<file path="config.mk">
export PLATFORM = sky130hd
export DESIGN_NAME = mem_req_arbiter
export DESIGN_NICKNAME = d
export VERILOG_FILES = /design/src/rtl/mem_req_arbiter_pkg.sv /design/src/rtl/mem_req_arbiter_owner_fifo.sv /design/src/rtl/mem_req_arbiter.sv
export SDC_FILE = /design/constraint.sdc
export NUM_CORES = 1
export LEC_CHECK = 0
export CAP_MARGIN = 25
export CORE_AREA = 2 2 125 127
export DETAILED_ROUTE_END_ITERATION = 6
export DIE_AREA = 0 0 127 129
export MAX_ROUTING_LAYER = met4
export PLACE_DENSITY = 0.54
export SLEW_MARGIN = 20
export SYNTH_ARGS = -nofsm -noshare
export SYNTH_HDL_FRONTEND = slang
export SYNTH_SLANG_ARGS = --single-unit
</file>
<file path="constraint.sdc">
create_clock -name clk -period 2.8 [get_ports clk]
set_input_delay 0.56 -clock clk [delete_from_list [all_inputs] [get_ports clk]]
set_output_delay 0.56 -clock clk [all_outputs]
set_load 0.02 [all_outputs]
</file>
<file path="src/rtl/mem_req_arbiter_pkg.sv">
// Shared types and constants for the inst/data memory-port arbiter.
package mem_req_arbiter_pkg;

  localparam logic OWNER_INST = 1'b0;
  localparam logic OWNER_DATA = 1'b1;

  localparam logic [1:0] SIZE_B = 2'd0;
  localparam logic [1:0] SIZE_H = 2'd1;
  localparam logic [1:0] SIZE_W = 2'd2;

  // wr + size + wstrb + addr + wdata
  localparam int REQ_W = 1 + 2 + 4 + 32 + 32;

  typedef struct packed {
    logic        wr;
    logic [1:0]  size;
    logic [3:0]  wstrb;
    logic [31:0] addr;
    logic [31:0] wdata;
  } sram_req_t;

endpackage

</file>
<file path="src/rtl/mem_req_arbiter_owner_fifo.sv">
// In-order tracker of accepted requests: one {owner, discard} entry per
// outstanding request, with a bulk "discard every inst entry" operation.
module owner_fifo
  import mem_req_arbiter_pkg::*;
#(
  parameter int DEPTH = 4,
  parameter int PTR_W = 2
) (
  input  logic             clk,
  input  logic             reset,
  input  logic             push,
  input  logic             push_owner,
  input  logic             push_discard,
  input  logic             pop,
  input  logic             cancel_inst,
  output logic             head_owner,
  output logic             head_discard,
  output logic [PTR_W:0]   count,
  output logic             full,
  output logic             empty
);

  logic [PTR_W-1:0] wr_ptr_q, wr_ptr_d;
  logic [PTR_W-1:0] rd_ptr_q, rd_ptr_d;
  logic [PTR_W:0]   count_q,  count_d;
  logic [DEPTH-1:0] owner_q,  owner_d;
  logic [DEPTH-1:0] discard_q, discard_d;
  logic [PTR_W-1:0] offset;
  logic             do_push, do_pop;

  assign full         = (count_q == (PTR_W+1)'(DEPTH));
  assign empty        = (count_q == '0);
  assign count        = count_q;
  assign head_owner   = owner_q[rd_ptr_q];
  assign head_discard = discard_q[rd_ptr_q];
  assign do_push      = push & ~full;
  assign do_pop       = pop & ~empty;

  always_comb begin
    // NOTE: every *_d gets its hold value first so no branch can leave one
    // unassigned and infer a latch.
    wr_ptr_d  = wr_ptr_q;
    rd_ptr_d  = rd_ptr_q;
    count_d   = count_q;
    owner_d   = owner_q;
    discard_d = discard_q;
    offset    = '0;

    // An entry is live when its distance from the head is below the count.
    if (cancel_inst) begin
      for (int i = 0; i < DEPTH; i++) begin
        offset = PTR_W'(i) - rd_ptr_q;
        if (({1'b0, offset} < count_q) && (owner_q[i] == OWNER_INST)) begin
          discard_d[i] = 1'b1;
        end
      end
    end

    if (do_push) begin
      owner_d[wr_ptr_q]   = push_owner;
      discard_d[wr_ptr_q] = push_discard;
      wr_ptr_d            = wr_ptr_q + PTR_W'(1);
    end

    if (do_pop) begin
      rd_ptr_d = rd_ptr_q + PTR_W'(1);
    end

    case ({do_push, do_pop})
      2'b10:   count_d = count_q + (PTR_W+1)'(1);
      2'b01:   count_d = count_q - (PTR_W+1)'(1);
      default: count_d = count_q;
    endcase
  end

  always_ff @(posedge clk) begin
    // NOTE: non-blocking assignments so every flop samples pre-edge values.
    if (reset) begin
      wr_ptr_q  <= '0;
      rd_ptr_q  <= '0;
      count_q   <= '0;
      discard_q <= '0;
    end else begin
      wr_ptr_q  <= wr_ptr_d;
      rd_ptr_q  <= rd_ptr_d;
      count_q   <= count_d;
      discard_q <= discard_d;
    end
  end

  // NOTE: owner bits are plain storage; liveness comes from the pointers,
  // so this array is deliberately left without a reset.
  always_ff @(posedge clk) begin
    owner_q <= owner_d;
  end

endmodule

</file>
<file path="src/rtl/mem_req_arbiter.sv">
// Shares one like-SRAM port between fetch (inst) and EXE (data), steering
// each response back to its owner and absorbing responses of cancelled fetches.
module mem_req_arbiter
  import mem_req_arbiter_pkg::*;
#(
  parameter int   DEPTH     = 4,
  parameter int   PTR_W     = 2,
  parameter logic DATA_PRIO = 1'b1
) (
  input  logic             clk,
  input  logic             reset,

  input  logic             inst_req,
  input  logic             inst_wr,
  input  logic [1:0]       inst_size,
  input  logic [3:0]       inst_wstrb,
  input  logic [31:0]      inst_addr,
  input  logic [31:0]      inst_wdata,
  output logic             inst_addr_ok,
  output logic             inst_data_ok,
  output logic [31:0]      inst_rdata,
  input  logic             inst_cancel,

  input  logic             data_req,
  input  logic             data_wr,
  input  logic [1:0]       data_size,
  input  logic [3:0]       data_wstrb,
  input  logic [31:0]      data_addr,
  input  logic [31:0]      data_wdata,
  output logic             data_addr_ok,
  output logic             data_data_ok,
  output logic [31:0]      data_rdata,

  output logic             mem_req,
  output logic             mem_wr,
  output logic [1:0]       mem_size,
  output logic [3:0]       mem_wstrb,
  output logic [31:0]      mem_addr,
  output logic [31:0]      mem_wdata,
  input  logic             mem_addr_ok,
  input  logic             mem_data_ok,
  input  logic [31:0]      mem_rdata,

  output logic [PTR_W:0]   outstanding,
  output logic             proto_err
);

  sram_req_t        inst_bundle, data_bundle;
  logic [REQ_W-1:0] mem_bundle;
  logic             gnt_data, gnt_inst;
  logic             fifo_full, fifo_empty;
  logic             head_owner, head_discard;
  logic             push, pop, push_owner, push_discard;
  logic             proto_err_q, proto_err_d;

  assign inst_bundle = '{wr: inst_wr, size: inst_size, wstrb: inst_wstrb,
                         addr: inst_addr, wdata: inst_wdata};
  assign data_bundle = '{wr: data_wr, size: data_size, wstrb: data_wstrb,
                         addr: data_addr, wdata: data_wdata};

  always_comb begin
    gnt_data = data_req & (DATA_PRIO | ~inst_req);
    gnt_inst = inst_req & ~gnt_data;

    // A pop in the same cycle does not free a slot for issue.
    mem_req  = (inst_req | data_req) & ~fifo_full;

    mem_bundle = '0;
    if (gnt_data) begin
      mem_bundle = data_bundle;
    end else if (gnt_inst) begin
      mem_bundle = inst_bundle;
    end

    inst_addr_ok = mem_addr_ok & mem_req & gnt_inst;
    data_addr_ok = mem_addr_ok & mem_req & gnt_data;

    push         = mem_req & mem_addr_ok;
    push_owner   = gnt_data ? OWNER_DATA : OWNER_INST;
    push_discard = inst_cancel & gnt_inst;

    // Responses route on the head entry as it stood before any cancel.
    pop          = mem_data_ok & ~fifo_empty;
    inst_data_ok = pop & (head_owner == OWNER_INST) & ~head_discard;
    data_data_ok = pop & (head_owner == OWNER_DATA);
    inst_rdata   = inst_data_ok ? mem_rdata : '0;
    data_rdata   = data_data_ok ? mem_rdata : '0;

    proto_err_d  = proto_err_q | (mem_data_ok & fifo_empty);
  end

  assign {mem_wr, mem_size, mem_wstrb, mem_addr, mem_wdata} = mem_bundle;
  assign proto_err = proto_err_q;

  always_ff @(posedge clk) begin
    if (reset) begin
      proto_err_q <= 1'b0;
    end else begin
      proto_err_q <= proto_err_d;
    end
  end

  owner_fifo #(
    .DEPTH (DEPTH),
    .PTR_W (PTR_W)
  ) u_owner_fifo (
    .clk          (clk),
    .reset        (reset),
    .push         (push),
    .push_owner   (push_owner),
    .push_discard (push_discard),
    .pop          (pop),
    .cancel_inst  (inst_cancel),
    .head_owner   (head_owner),
    .head_discard (head_discard),
    .count        (outstanding),
    .full         (fifo_full),
    .empty        (fifo_empty)
  );

endmodule

</file>
## Yosys cells after proc, flatten, opt, wreduce, memory -nomap -nowiden

Cells that the tools add are included.

- Add/subtract/negate cells: 8
- Multiply operators: 0
- Divide/modulo/power cells: 0
- Order comparisons: 7
- Eq/ne operators: 3
- Shift operators: 0
- Multiplexer cells: 20
- Bitwise logic cells: 24
- Reduce and logical (&&, ||, !) cells: 7

Operators by type and width:

| kind | number |
|---|---|
| 71-bit two-way mux | 2 |
| 32-bit two-way mux | 2 |
| 1-bit AND | 13 |
| 2-bit by 3-bit less-than comparator with 1-bit output | 4 |
| 1-bit NOT | 9 |
| 4-bit bitwise mux | 2 |
| 1-bit two-way mux | 8 |
| 4-bit two-way mux | 2 |
| 2-bit by 3-bit less-than comparator with 1-bit output, second input constant | 2 |
| 3-bit case mux with 2 select lines | 1 |
| 1-bit logical AND | 5 |
| 2-bit by 1-bit adder with 2-bit output, second input constant | 2 |
| 1-bit binary-select mux with 2-bit select | 2 |
| 1-bit by 2-bit subtractor with 2-bit output, first input constant | 2 |
| 2-bit subtractor, first input constant | 2 |
| 3-bit by 1-bit adder with 3-bit output, second input constant | 1 |
| 3-bit == test, second input constant | 1 |
| 3-bit logical NOT | 1 |
| 3-bit by 1-bit subtractor with 3-bit output, second input constant | 1 |
| 1-bit demux with 2-bit select | 1 |
| 2-bit by 1-bit == test with 1-bit output, second input constant | 1 |
| 2-bit == test, second input constant | 1 |
| 2-bit by 1-bit >= comparator with 1-bit output, second input constant | 1 |
| 1-bit bitwise OR | 2 |
| 2-bit nonzero test | 1 |

- Flip-flop bits (word level): 16
- Latch bits: 0
- Memory bits (writable): 0
- Memory bits (read-only): 0
- Bits of input ports: 181
- Output and inout bits: 144
- Word-level logic and storage cells: 75
- Memories: 0

## Depth between registers and ports, before layout

- Word-level depth: 7
- Gate-level depth with buffers: 11
- Depth with buffers taken out: 9

## Cells and area by module

A second synthesis with hierarchy kept.

- Cell total of the unflattened synthesis: 276
- Area, all modules: 2237.1 sq um

Modules (own cells, without submodules):

| module | instances | cells an instance | area each (sq um) | sequential area each (sq um) |
|---|---|---|---|---|
| mem_req_arbiter | 1 | 172 | 1258.7 | 20.0 |
| owner_fifo | 1 | 104 | 978.4 | 340.3 |

## Worst setup path after synthesis

Ideal clock, no wire load.

- Kind: register -> register
- Start point: register u_owner_fifo.count_q[2], in the netlist u_owner_fifo.count[2]
- End point: register u_owner_fifo.count_q[2], in the netlist u_owner_fifo.count[2]
- Setup time: 0.071 ns
- Arrival time: 2.420 ns
- Required time: 2.729 ns
- Path slack: 0.309 ns
- Stages on the path, launching flop included: 11
- Buffers on the path: 3
- Period minus slack after synthesis: 2.491 ns
- Cell sequence: dfxtp_1 > clkbuf_1 > o31a_1 > buf_2 > clkbuf_1 > ha_1 > inv_1 > fa_1 > xor2_1 > or3_1 > a21oi_1

- Elaborated cells between the ends (all ways): 15
- Those cells by class: add/sub: 2; eq/ne: 3; mux: 1; bitwise: 7; reduce/logical: 2

RTL lines:

| what | line | RTL |
|---|---|---|
| start, declared | mem_req_arbiter_owner_fifo.sv:25 | `logic [PTR_W:0] count_q, count_d;` |
| start signal, assigned | mem_req_arbiter_owner_fifo.sv:86 | `count_q <= count_d;` |
| 3-bit logical NOT (*) | mem_req_arbiter_owner_fifo.sv:32 | `assign empty = (count_q == '0);` |
| 1-bit NOT (*) | mem_req_arbiter_owner_fifo.sv:37, mem_req_arbiter.sv:83 |  |
| 1-bit AND | mem_req_arbiter.sv:83 | `pop = mem_data_ok & ~fifo_empty;` |
| 1-bit AND (*) | mem_req_arbiter_owner_fifo.sv:37 | `assign do_pop = pop & ~empty;` |
| via u_owner_fifo.do_pop | mem_req_arbiter_owner_fifo.sv:29 | `logic do_push, do_pop;` |
| 2-bit by 1-bit == test with 1-bit output / 2-bit == test (equally long branches) | mem_req_arbiter_owner_fifo.sv:69 | `case ({do_push, do_pop})` |
| 3-bit case mux with 2 select lines / 2-bit nonzero test (equally long branches) | - |  |

Mark *: on every way through the listed nets, which the timed path passes. The rest lies on a longest branch.
A chain may end at the register's enable or synchronous reset.

## Worst setup path in the final report

- Start point: input inst_req
- End point: output mem_addr[11]

- Word-level cells in the longest chain between the ends: 3

Ends and longest elaborated chain:

| what | line | RTL |
|---|---|---|
| start, declared | mem_req_arbiter.sv:13 | `input logic inst_req,` |
| 1-bit AND | mem_req_arbiter.sv:63 | `gnt_inst = inst_req & ~gnt_data;` |
| 71-bit two-way mux | mem_req_arbiter.sv:71 | `end else if (gnt_inst) begin` |
| 71-bit two-way mux | mem_req_arbiter.sv:69 | `if (gnt_data) begin` |
| end, declared | mem_req_arbiter.sv:38 | `output logic [31:0] mem_addr,` |

Every way passes these cells.

==> key figures <==
GRT
  – Vias in the first global route: 3341
  – Tot GR Track Use: 0.180
  – Pin count of the biggest net entering global routing: 37
  – Initial antenna violation count: 9
  – First-pass GRT wire length: 21.2 mm
  – GRT Residual Overflow: 0

Route
  – Post-Route WL: between 15 and 20 mm
  – Post-DR vias/cell: 4.43
  – Drt drc: 0
  – 1st-pass router iterations: 5
  – Detail Route Antenna Nets: 0
  – Wire per inst: approximately 20 um
  – Via count: 3445
  – Initial DRC count: 104

Yosys
  – Count of cell types in the netlist: 35
  – Synth Register Bits: 16
  – Syn Area/Cell: 8.20 um^2
  – Syn. warnings: 0
  – Synth Instances: 260
  – Mapped Area: between 2000 and 2500 um^2
  – Post-synthesis sequential area ratio: 0.169
  – Net Count, Synth: 451

Clock tree
  – Clock Tree Buf Depth: 2
  – Worst skew pair latency: 0.25 ns
  – CTS tree: done
  – Root Buffer: clkbuf_16
  – Clk sinks: 16
  – H-tree levels: 1
  – Cts bufs inserted: 3
  – Clock slew at reported path FFs: 0.05 ns

STA
  – Slew Limit Fails: 0
  – Final setup viols: 0
  – Worst Skew: 0.00147 ns
  – Setup_tns: 0 ns
  – Worst-Margin Slew: 0.523 ns
  – Slew HR: 0.642
  – Highest achievable clock rate: around 0.37 GHz
  – RSZ-0062 raised after global routing: no
  – Crit share post-route: 0.955
  – Final Hold Vio Count: 0
  – Minimum clock period: 2.67 ns

Placed design
  – Gpl congestion: approximately 0.92
  – DP Cell Count: 759
  – Dpl hpwl: approximately 14 mm
  – Port Buffers: 324

Floorplan
  – Die area: 16400 um^2
  – Core area: 15000 um^2
  – Die height: between 100 and 150 um
  – Row count: 45
  – Initial Util: 0.142
  – Die W: between 100 and 150 um
  – IO Pins: 325

Cells and area
  – Fill cells: 1592
  – Area Growth Syn to Fin: 172%
  – Layout cells sized above 1: 0.138
  – Layout Nets: slightly below 800
  – Non-Filler Instances: between 700 and 800
  – Util after Layout: 0.387

Power and ir drop
  – Power Dens Cells: between 400 and 500 nW/um^2
  – Worst VDD drop: 0.201 mV
  – Pwr Total: about 0.0026 W
  – Leak: 2.96 nW

Critical path
  – Worst setup SP type: primary input
  – Crit end category: primary output
  – Worst-path fanout max: 19
  – CP Class: in -> out
  – CP arrival: 2.11 ns
  – Critical Path RT: 2.24 ns

Flow run
  – Max cap viols: 0

Min path
  – Worst hold-check path type: reg -> reg

Status
  – Status: finished clean
## cell usage after synthesis (all sizes together)
cell / count / area [um^2]
edfxtp: 4 / 120
a221oi: 3 / 26.3
mux2i: 1 / 10.0
a2111oi: 1 / 8.76
and3: 32 / 203
a21oi: 6 / 33.8
a22o: 71 / 622
nor3: 1 / 5.00
fa: 1 / 20.0
buf: 6 / 53.8
o31a: 1 / 8.76
nor3b: 1 / 18.8
or3: 1 / 6.26
inv: 10 / 37.5
xor2: 2 / 17.5
o21ai: 2 / 10.0
nor2: 10 / 37.5
nand2: 3 / 11.3
nand3: 2 / 10.0
mux4: 2 / 48.8
ha: 9 / 113
xnor2: 4 / 35.0
nor2b: 1 / 6.26
clkbuf: 25 / 93.8
nand2b: 1 / 6.26
a311oi: 4 / 35.0
and2: 39 / 255
a211oi: 5 / 37.5
dfxtp: 12 / 240
## cells by family (layout without fill, tap and decap cells)
| family | count (synthesis) | count (layout) | synth area share |
|---|---|---|---|
| flip-flops | 16 | 16 | 0.169 |
| multiplexers | 3 | 3 | 0.0276 |
| other | 0 | 9 | 0 |
| XOR/XNOR | 6 | 6 | 0.0247 |
| adder cells (fa/ha/maj) | 10 | 10 | 0.0622 |
| AND/OR/NAND/NOR | 91 | 91 | 0.262 |
| AO/OA/AOI/OAI | 93 | 93 | 0.367 |
| buffers and inverters | 41 | 361 | 0.0869 |
## timing repair
action	CTS	global route
hold buffers	0	0
buffers inserted	1	3
setup endpoints to repair	127	66
gates resized for setup	150	32
gates cloned	1	0
## state kept, by name, indices dropped and copies added, names as in the netlist
name                    cells
u_owner_fifo.count          3
u_owner_fifo.owner_q        4
u_owner_fifo.rd_ptr_q       2
proto_err                   1
u_owner_fifo.wr_ptr_q       2
u_owner_fifo.discard_q      4
## path summary, 6_finish.rpt
path / startpoint / endpoint / slack, ns / cells past startpoint
setup reg to reg: u_owner_fifo.count[1]$_SDFFE_PP0P_ / u_owner_fifo.count[2]$_SDFFE_PP0P_ / 0.61 / 9
setup / recovery: inst_req / mem_addr[11] / 0.13 / 6
hold / removal: proto_err$_SDFF_PP0_ / proto_err$_SDFF_PP0_ / 0.49 / 2
hold reg to reg: proto_err$_SDFF_PP0_ / proto_err$_SDFF_PP0_ / 0.49 / 2
## stage by stage
stage	worst slack [ns]	hold slack, ns	area, um^2
5_1_grt	0.0184	0.548	5790
3_5_place_dp	-0.154	0.466	5700
4_1_cts	0.00000200	0.496	5740
6_report	0.127	0.490	5790
3_3_place_gp	-0.142	0.470	5700
2_1_floorplan	0.309	0.514	2130
## layer usage
metal	up-vias	GRT usage	wire length [um]
met2	214	0.307	7370
met3	6	0.0977	2010
met4	0	0.0291	93
li1	1637	-	-
met1	1588	0.187	6020
met5	-	-	0
## layout by cell type, fill, tap and decap left out, drive strengths merged, types with 2 or more instances in the layout
cell,netlist,final
inv,10,10
nor2,10,10
o21ai,2,2
dfxtp,12,12
a211oi,5,5
diode,0,9
clkdlybuf4s15,0,16
and2,39,39
nand2,3,3
edfxtp,4,4
xnor2,4,4
dlymetal6s2s,0,16
clkbuf,25,12
a311oi,4,4
a22o,71,71
a221oi,3,3
nand3,2,2
a21oi,6,6
and3,32,32
buf,6,34
clkdlybuf4s50,0,184
ha,9,9
mux4,2,2
dlygate4sd2,0,88
xor2,2,2
## worst max-delay path, cell delays in order
cell and delay (ns):
clkdlybuf4s50_1 0.51, nor2b_4 0.21, buf_4 0.13, bufbuf_16 0.28
a22o_1 0.15, clkdlybuf4s15_2 0.26
## area by class of cell
class                           instances  area, um^2  share of cell area
Sequential cell                        16         362              0.0624
Tap cell                              188         235              0.0406
Inverter                               10        37.5             0.00648
Clock buffer                            4        88.8              0.0153
Antenna cell                            9        22.5             0.00389
Timing Repair Buffer                  347        3460               0.597
Multi-Input combinational cell        203        1590               0.274
## power breakdown
part / switching [W] / internal, W / total [W]
combinational: 0.000989 / 0.000972 / 0.00196
clock: 0.0000910 / 0.000217 / 0.000308
sequential: 0.0000566 / 0.000299 / 0.000356
total: 0.00114 / 0.00149 / 0.00262
No activity file was read; power rests on OpenSTA's default activity.
